<file path="src/rtl/mux_sel_pipe_pkg.sv">
// Shared constants and helpers for the selectable mux pipeline.
// Holds mode encodings and the clog2 width helper.
package mux_pipe_pkg;

  localparam logic MODE_SEL = 1'b0;
  localparam logic MODE_RR  = 1'b1;

  function automatic int clog2(input int n);
    int r;
    r = 0;
    while ((1 << r) < n) r++;
    return r;
  endfunction

endpackage

</file>
<file path="src/rtl/mux_sel_pipe_if.sv">
// Bus bundle for mux_sel_pipe: mode/select, N input channels, one output.
// master drives channels and out_ready; slave is the pipeline.
interface mux_sel_pipe_if
  import mux_pipe_pkg::*;
#(
  parameter int W = 5,
  parameter int N = 3
);
  localparam int SW = (clog2(N) > 1) ? clog2(N) : 1;

  logic           mode;
  logic [SW-1:0]  sel;
  logic [N*W-1:0] in_data;
  logic [N-1:0]   in_valid;
  logic [N-1:0]   in_ready;
  logic [W-1:0]   out_data;
  logic [SW-1:0]  out_sel;
  logic           out_valid;
  logic           out_ready;

  modport master (
    output mode, sel, in_data, in_valid, out_ready,
    input  in_ready, out_data, out_sel, out_valid
  );

  modport slave (
    input  mode, sel, in_data, in_valid, out_ready,
    output in_ready, out_data, out_sel, out_valid
  );
endinterface

</file>
<file path="src/rtl/mux_sel_pipe_rr_arbiter.sv">
// Combinational round-robin grant: first req after ptr, wrapping mod N.
// Ports: req[N], ptr -> gnt_idx, gnt_any.
module rr_arbiter
  import mux_pipe_pkg::*;
#(
  parameter int N = 3,
  localparam int SW = (clog2(N) > 1) ? clog2(N) : 1
) (
  input  logic [N-1:0]  req,
  input  logic [SW-1:0] ptr,
  output logic [SW-1:0] gnt_idx,
  output logic          gnt_any
);

  // Scan farthest-first so the nearest candidate wins the last write.
  always_comb begin
    gnt_idx = '0;
    gnt_any = 1'b0;
    for (int k = N; k >= 1; k--) begin
      if (req[(int'(ptr) + k) % N]) begin
        gnt_any = 1'b1;
        gnt_idx = SW'((int'(ptr) + k) % N);
      end
    end
  end

endmodule

</file>
<file path="src/rtl/mux_sel_pipe.sv">
// N-to-1 mux into a one-stage output register, explicit select or RR.
// Ports: clk, rst_n (async, low), bus (mux_sel_pipe_if.slave).
module mux_sel_pipe
  import mux_pipe_pkg::*;
#(
  parameter int W = 5,
  parameter int N = 3
) (
  input logic          clk,
  input logic          rst_n,
  mux_sel_pipe_if.slave bus
);
  localparam int SW = (clog2(N) > 1) ? clog2(N) : 1;

  logic [SW-1:0] rr_ptr;
  logic [SW-1:0] eff;
  logic [SW-1:0] arb_idx;
  logic          arb_any;
  logic [SW-1:0] idx;
  logic          gnt;
  logic          can_load;
  logic          xfer;
  logic [N-1:0]  rdy;
  logic [W-1:0]  data_q;
  logic [SW-1:0] sel_q;
  logic          valid_q;

  rr_arbiter #(.N(N)) u_arb (
    .req     (bus.in_valid),
    .ptr     (rr_ptr),
    .gnt_idx (arb_idx),
    .gnt_any (arb_any)
  );

  assign eff = (int'(bus.sel) < N) ? bus.sel : SW'(N - 1);
  assign can_load = !valid_q || bus.out_ready;

  // Explicit mode offers ready to eff even if it is not valid.
  assign idx = (bus.mode == MODE_RR) ? arb_idx : eff;
  assign gnt = (bus.mode == MODE_RR) ? arb_any : 1'b1;

  always_comb begin
    rdy = '0;
    if (rst_n && can_load && gnt) rdy[idx] = 1'b1;
  end

  assign xfer = |(rdy & bus.in_valid);

  always_ff @(posedge clk or negedge rst_n) begin
    if (!rst_n) begin
      valid_q <= 1'b0;
      data_q  <= '0;
      sel_q   <= '0;
      rr_ptr  <= SW'(N - 1);
    end else begin
      if (xfer) begin
        valid_q <= 1'b1;
        data_q  <= bus.in_data[int'(idx)*W +: W];
        sel_q   <= idx;
        if (bus.mode == MODE_RR) rr_ptr <= idx;
      end else if (bus.out_ready) begin
        valid_q <= 1'b0;
      end
    end
  end

  assign bus.in_ready  = rdy;
  assign bus.out_data  = data_q;
  assign bus.out_sel   = sel_q;
  assign bus.out_valid = valid_q;

endmodule

</file>
<file path="src/flat_wrapper.sv">
// flat-port wrapper written by rule: the top's interface ports become plain ports
module mux_sel_pipe_flat import mux_pipe_pkg::*;
#(
  parameter int W = 5,
  parameter int N = 3
)
  (clk, rst_n, bus_mode, bus_sel, bus_in_data, bus_in_valid, bus_out_ready, bus_in_ready, bus_out_data, bus_out_sel, bus_out_valid);
  mux_sel_pipe_if #(.W(W), .N(N)) bus_i ();
  input logic clk;
  input logic rst_n;
  input wire logic [$bits(bus_i.mode)-1:0] bus_mode;
  input wire logic [$bits(bus_i.sel)-1:0] bus_sel;
  input wire logic [$bits(bus_i.in_data)-1:0] bus_in_data;
  input wire logic [$bits(bus_i.in_valid)-1:0] bus_in_valid;
  input wire logic [$bits(bus_i.out_ready)-1:0] bus_out_ready;
  output wire logic [$bits(bus_i.in_ready)-1:0] bus_in_ready;
  output wire logic [$bits(bus_i.out_data)-1:0] bus_out_data;
  output wire logic [$bits(bus_i.out_sel)-1:0] bus_out_sel;
  output wire logic [$bits(bus_i.out_valid)-1:0] bus_out_valid;
  assign bus_i.mode = bus_mode;
  assign bus_i.sel = bus_sel;
  assign bus_i.in_data = bus_in_data;
  assign bus_i.in_valid = bus_in_valid;
  assign bus_i.out_ready = bus_out_ready;
  assign bus_in_ready = bus_i.in_ready;
  assign bus_out_data = bus_i.out_data;
  assign bus_out_sel = bus_i.out_sel;
  assign bus_out_valid = bus_i.out_valid;
  mux_sel_pipe #(.W(W), .N(N)) u_core (.clk(clk), .rst_n(rst_n), .bus(bus_i));
endmodule
</file>
<file path="config.mk">
export PLATFORM = sky130hd
export DESIGN_NAME = mux_sel_pipe_flat
export DESIGN_NICKNAME = d
export VERILOG_FILES = /design/src/rtl/mux_sel_pipe_pkg.sv /design/src/rtl/mux_sel_pipe_if.sv /design/src/rtl/mux_sel_pipe_rr_arbiter.sv /design/src/rtl/mux_sel_pipe.sv /design/src/flat_wrapper.sv
export SDC_FILE = /design/constraint.sdc
export NUM_CORES = 1
export LEC_CHECK = 0
export CAP_MARGIN = 15
export CORE_AREA = 2 2 57 59
export DETAILED_ROUTE_END_ITERATION = 6
export DIE_AREA = 0 0 59 61
export PLACE_DENSITY_LB_ADDON = 0.3
export SKIP_LAST_GASP = 1
export SLEW_MARGIN = 25
export SYNTH_ARGS = -nofsm -noshare
export SYNTH_HDL_FRONTEND = slang
export SYNTH_HIERARCHICAL = 1
export SYNTH_SLANG_ARGS = --single-unit
</file>
<file path="constraint.sdc">
create_clock -name clk -period 2.5 [get_ports clk]
set_input_delay 0.5 -clock clk [delete_from_list [all_inputs] [get_ports clk]]
set_output_delay 0.5 -clock clk [all_outputs]
set_load 0.1 [all_outputs]
</file>
-- Yosys cells after proc, flatten, opt, wreduce, memory -nomap -nowiden
Cells that the tools add are included.
- bits in read-only memories: 0
- register bits: 10
- input port bits: 24
- bits in writable memories: 0
- memories: 0
- latch bits: 0
- magnitude comparators: 6
- equal/unequal tests: 0
- shift-type cells: 1
- div/mod/pow operators: 3
- multipliers: 1
- mux-type cells: 23
- reductions and logical operators: 8
- bitwise gates (word level): 1
- add/subtract/negate cells: 3
- operators by type and width (operator ; number):
    < comparator 32 x 4 -> 1 bit, second input constant ; 3
    remainder unit 32 x 3 -> 32 bit, second input constant ; 3
    indexed part select 15 x 32 -> 5 bit ; 1
    two-way mux 1 bit ; 13
    two-way mux 2 bit ; 5
    adder 2 x 2 -> 3 bit, second input constant ; 2
    binary-select mux 1 bit (select 2 bit) ; 3
    multiplier 2 x 3 -> 5 bit, second input constant ; 1
    adder 2 x 1 -> 3 bit, second input constant ; 1
    bitwise AND 3 bit ; 1
    logical AND 1 bit ; 3
    < comparator 2 x 3 -> 1 bit, second input constant ; 1
    two-way mux 3 bit ; 1
    OR reduction 3 bit ; 1
    demux 1 bit (select 2 bit) ; 1
    greater-or-equal comparator 2 x 1 -> 1 bit, second input constant ; 1
    < comparator 2 bit, second input constant ; 1
    AND reduction 2 bit ; 1
    nonzero test 2 bit ; 1
    logical NOT 1 bit ; 1
    logical OR 1 bit ; 1

-- Longest topological paths before layout
- depth in word-level cells: 17
- mapped depth: 10
- mapped depth without buffers: 10

-- Cells and area by module
Netlist, hierarchy kept.
- by module, submodules not included (module ; seq. area each (µm²) ; area each (µm²) ; instances ; cells each):
    mux_sel_pipe ; 251.5 ; 621.8 ; 1 ; 59
    rr_arbiter ; 0.0 ; 191.4 ; 1 ; 27

-- Worst setup path before layout
Ideal clock, no wire load.
- path type: reg-to-output
- start point: register u_core.rr_ptr[1]
- end point: output port bus_in_ready[1]
- cell stages (with the launch flop): 9
- buffers on the path: 0
- data arrival time: 2.933 ns
- setup slack: -0.933 ns
- path through: dfstp_2 > ha_1 > mux2i_1 > o22ai_1 > a211o_1 > nand2b_1 > and3_1 > nand3_1 > nor2_1
- elaborated cells on any way between the ends: 30
- RTL lines (item ; RTL line ; RTL):
    start, declared ; mux_sel_pipe.sv:15 ; logic [SW-1:0] rr_ptr;
    start signal, assigned ; mux_sel_pipe.sv:54 ; rr_ptr <= SW'(N - 1);
    start signal, assigned ; mux_sel_pipe.sv:60 ; if (bus.mode == MODE_RR) rr_ptr <= idx;
    adder 2 x 2 -> 3 bit ; mux_sel_pipe_rr_arbiter.sv:20 ; if (req[(int'(ptr) + k) % N]) begin
    remainder unit 32 x 3 -> 32 bit ; mux_sel_pipe_rr_arbiter.sv:20 ;
    binary-select mux 1 bit (select 2 bit) ; mux_sel_pipe_rr_arbiter.sv:20 ;
    two-way mux 1 bit (not written as such) (2 in series) ; mux_sel_pipe_rr_arbiter.sv:20 ;
    two-way mux 1 bit (2 in series) ; mux_sel_pipe_rr_arbiter.sv:20 ;
    two-way mux 1 bit (*) ; mux_sel_pipe_rr_arbiter.sv:20 ;
    net u_core.arb_any ; mux_sel_pipe.sv:18 ; logic arb_any;
    two-way mux 1 bit (*) ; mux_sel_pipe.sv:40 ; assign gnt = (bus.mode == MODE_RR) ? arb_any : 1'b1;
    logical AND 1 bit (*) ; mux_sel_pipe.sv:44 ; if (rst_n && can_load && gnt) rdy[idx] = 1'b1;
    two-way mux 3 bit (*) ; mux_sel_pipe.sv:44 ;
    end, declared ; flat_wrapper.sv:16 ; output wire logic [$bits(bus_i.in_ready)-1:0] bus_in_ready;
Mark *: on every way through the listed nets, which the timed path passes. The rest lies on a longest branch. The select of a mux whose other input is x is not followed.

-- Worst setup path in the final report
- start point: register u_core.rr_ptr[1]
- end point: output port bus_in_ready[2]
Same word-level chain as after synthesis.

==> results.txt <==
combined area of all synthesized cells - 813.3 sq um
Hold WC Path Type - flop to flop
path type of the worst setup path - flop to output port
average footprint of a synthesized cell - 9.457 sq um
switching share of total power - 0.4980
initial core utilization - 0.2754
Global Route Usage Sum - 0.1708
Num CTS Buffers - 3
num rows - 20
number of global-route vias before repair - 1010
met1 usage - 0.1881
pin count of the biggest net entering global routing - 12
switching power of the nets - 1.161 mW
Inserted Diodes - 0
clock slew seen by the registers of the worst setup and hold paths - 70 ps
length of the first detailed-routing pass in iterations - 4
Yosys reg bits - 10
Yosys warning total - 6
Tightest Pin Transition - 281.1 ps
area growth from synthesis to layout - 101.7%
die boundary width - 59 um
static leakage power - 0.7854 nW
average wire length per cell after detail routing - 13.80 um
Gate Count Post-Synth - 86
Clk Latency, worst-skew pair - 260 ps
result of the run - finished, violations left
list of cells traversed by the critical path - ha_4 > or2_4 > a21o_1 > a211o_1 > nand2b_4 > and3_4 > and2_4 > buf_12
antenna violations before repair - 0
final setup violating endpoints - 11
drt first-iter violations - 16
max-cap violation count - 0
num ports - 35
Setup Slack @ Placement - -453.3 ps
Max Slew Vio Count - 0
hpwl dp - 2024 um
wire length of the first global-routing pass - 4588 um
number of distinct library cells after synthesis - 30
max frequency - 349.1 MHz
routing layer with the top usage in global route - met2
number of filler instances in the final layout - 270
met3 layer usage reported by global route - 0.02985
dpl cells - 176
setup repair after global routing missed its margin - true
final period utilization - 1.146
normalized max-slew margin - 0.8141
reg2reg setup slack - -250 ps
vias post-DR - 926
violated checks - negative setup slack
crit path capture type - output port
clock share of power - 0.061
slowest stage cell on the critical path - sky130_fd_sc_hd__dfstp_2
height of the die - 61 um
sequential area share after synthesis - 0.3092
Placer Congestion - 0.8349
M2 GR Usage - 0.3333
Min Clock Period, post-route - 2864 ps
clock sink count - 10
critical path data arrival time - 2360 ps
power density normalized to cell area - 1421 nW/um^2
fraction of power consumed by sequential logic - 0.129
Die Footprint - 3599 sq um
combinational power share - 0.809
clock tree from TritonCTS - built
Detail Route Antenna Nets - 0
fin area - 1640 sq um
Via density - 4.773
placed cell areas - 1415 sq um
share of cells above drive strength 1 - 0.4969
worst vdd ir - 0.6316 mV
total number of H-tree levels - 1
setup skew after layout - 0.3737 ps
highest cell delay on the worst timing path - 590 ps
area of the core - 2953 sq um
final standard cell count with taps included and fillers excluded - 194
count of unresolved DRC violations after routing - 0
grt ovf - 0
maximum count of clock buffers along a single path - 2
routed wire length - 2678 um
Cell Int Power - 1.170 mW
setup slack of the critical path after layout - -364.3 ps
master cell of the clock root buffer - sky130_fd_sc_hd__clkbuf_4
synthesized netlist net count - 114
number of nets in the finished design - 190
Worst Path Max Fanout - 4
data required time of the critical path - 2000 ps
number of I/O port buffers - 34
Setup crit start kind - flop
Hold Violations, Final - 0
setup TNS - -2636 ps
## worst max-delay path, delay by kind of cell, from the launching register on
family | cells | cell delay [ps]
adder cells (fa/ha/maj) | 1 | 230
flip-flops | 1 | 590
AND/OR/NAND/NOR | 4 | 710
AO/OA/AOI/OAI | 2 | 410
buffers and inverters | 1 | 160
## cells in the final DEF, fill, tap and decap left out, drive strengths merged, types with 4 or more instances in the layout
master and instances:
mux2 5, clkbuf 4, nand2 12, ha 4
inv 5, mux2i 9, clkdlybuf4s50 23, dfrtp 9
a21oi 4, o21ai 12, nor2 4, buf 48
## cell type report
class | instances | area [sq um] | share of cell area
timing repair buffer | 71 | 651.9 | 0.3974
multi-input combinational | 71 | 640.6 | 0.3905
sequential | 10 | 251.5 | 0.1533
tap | 33 | 41.29 | 0.02517
clock buffer | 4 | 36.28 | 0.02212
inverter | 5 | 18.77 | 0.01144
## sequential cells by signal (all words and copies together) (netlist names)
name                  count
u_core/bus.out_data       5
u_core/bus.out_valid      1
u_core/bus.out_sel        2
u_core/rr_ptr             2
## per-stage QoR
stage	hold slack, ps	util	power, mW
final	509.5	0.5555	2.332
after global routing	520.8	0.5555	2.471
after CTS	514.7	0.5487	2.299
after detailed placement	492.2	0.4792	1.951
after global placement	497.9	0.4792	1.925
after floorplan	204.4	-	1.413
## cells by family after synthesis
kind of cell,after synthesis,share of synthesized area
and+or+nand+nor,29,0.1831
adders and majority gates,4,0.06154
buffers and inverters,5,0.02308
muxes,14,0.2077
AOI/OAI and AO/OA,24,0.2154
DFF,10,0.3092
## worst paths after layout
check / from / to / cells after the start
worst max-delay path: u_core/rr_ptr[1]$_DFFE_PN1P_ / bus_in_ready[2] / 8
worst min-delay path: u_core/bus.out_sel[0]$_DFFE_PN0P_ / u_core/bus.out_sel[0]$_DFFE_PN0P_ / 1
worst max register to register: u_core/rr_ptr[1]$_DFFE_PN1P_ / u_core/bus.out_data[2]$_DFFE_PN0P_ / 11
worst min register to register: u_core/bus.out_sel[0]$_DFFE_PN0P_ / u_core/bus.out_sel[0]$_DFFE_PN0P_ / 1
max in group asynchronous: rst_n / u_core/rr_ptr[1]$_DFFE_PN1P_ / 2
min in group asynchronous: rst_n / u_core/rr_ptr[0]$_DFFE_PN0P_ / 2
## routing by layer
layer / vias to the layer above / wire, um
met5: - / 0
met3: 2 / 149
li1: 460 / -
met1: 436 / 1038
met2: 28 / 1478
met4: 0 / 11
## timing repair
item / 4_1_cts / 5_1_grt
pin swaps: 10 / 7
setup buffers: 14 / 2
gates resized for setup: 12 / 4
hold buffers: 0 / 0
setup endpoints to repair: 11 / 13
cloned: 0 / 0
## cells in the mapped netlist, drive strengths merged
library cell / n / area, sq um
nor2: 4 / 15.01
nor3b: 2 / 20.02
nor3: 1 / 5.000
mux2: 5 / 75.07
mux2i: 9 / 93.84
a211o: 1 / 8.760
o22ai: 1 / 6.260
and3: 1 / 6.260
nand2: 12 / 45.04
a2bb2oi: 2 / 35.04
nor2b: 2 / 12.51
a21oi: 4 / 31.28
inv: 5 / 18.77
or2: 1 / 8.760
and2: 1 / 6.260
ha: 4 / 50.05
a22o: 2 / 17.52
a21o: 1 / 7.510
dfrtp: 9 / 225.2
o21ai: 12 / 60.05
nand2b: 3 / 18.77
nand4: 1 / 6.260
nand3: 1 / 5.000
dfstp: 1 / 26.28
o2bb2ai: 1 / 8.760
## power groups by stage
| stage | logic (mW) | clock network, mW | registers [mW] |
|---|---|---|---|
| final | 1.89 | 0.143 | 0.302 |
| after global routing | 2.00 | 0.160 | 0.315 |
| after CTS | 1.85 | 0.149 | 0.303 |
| after detailed placement | 1.65 | 0 | 0.302 |
| after global placement | 1.62 | 0 | 0.304 |
| after floorplan | 0.664 | 0 | 0.749 |
Power figures use the tool's default switching activity.
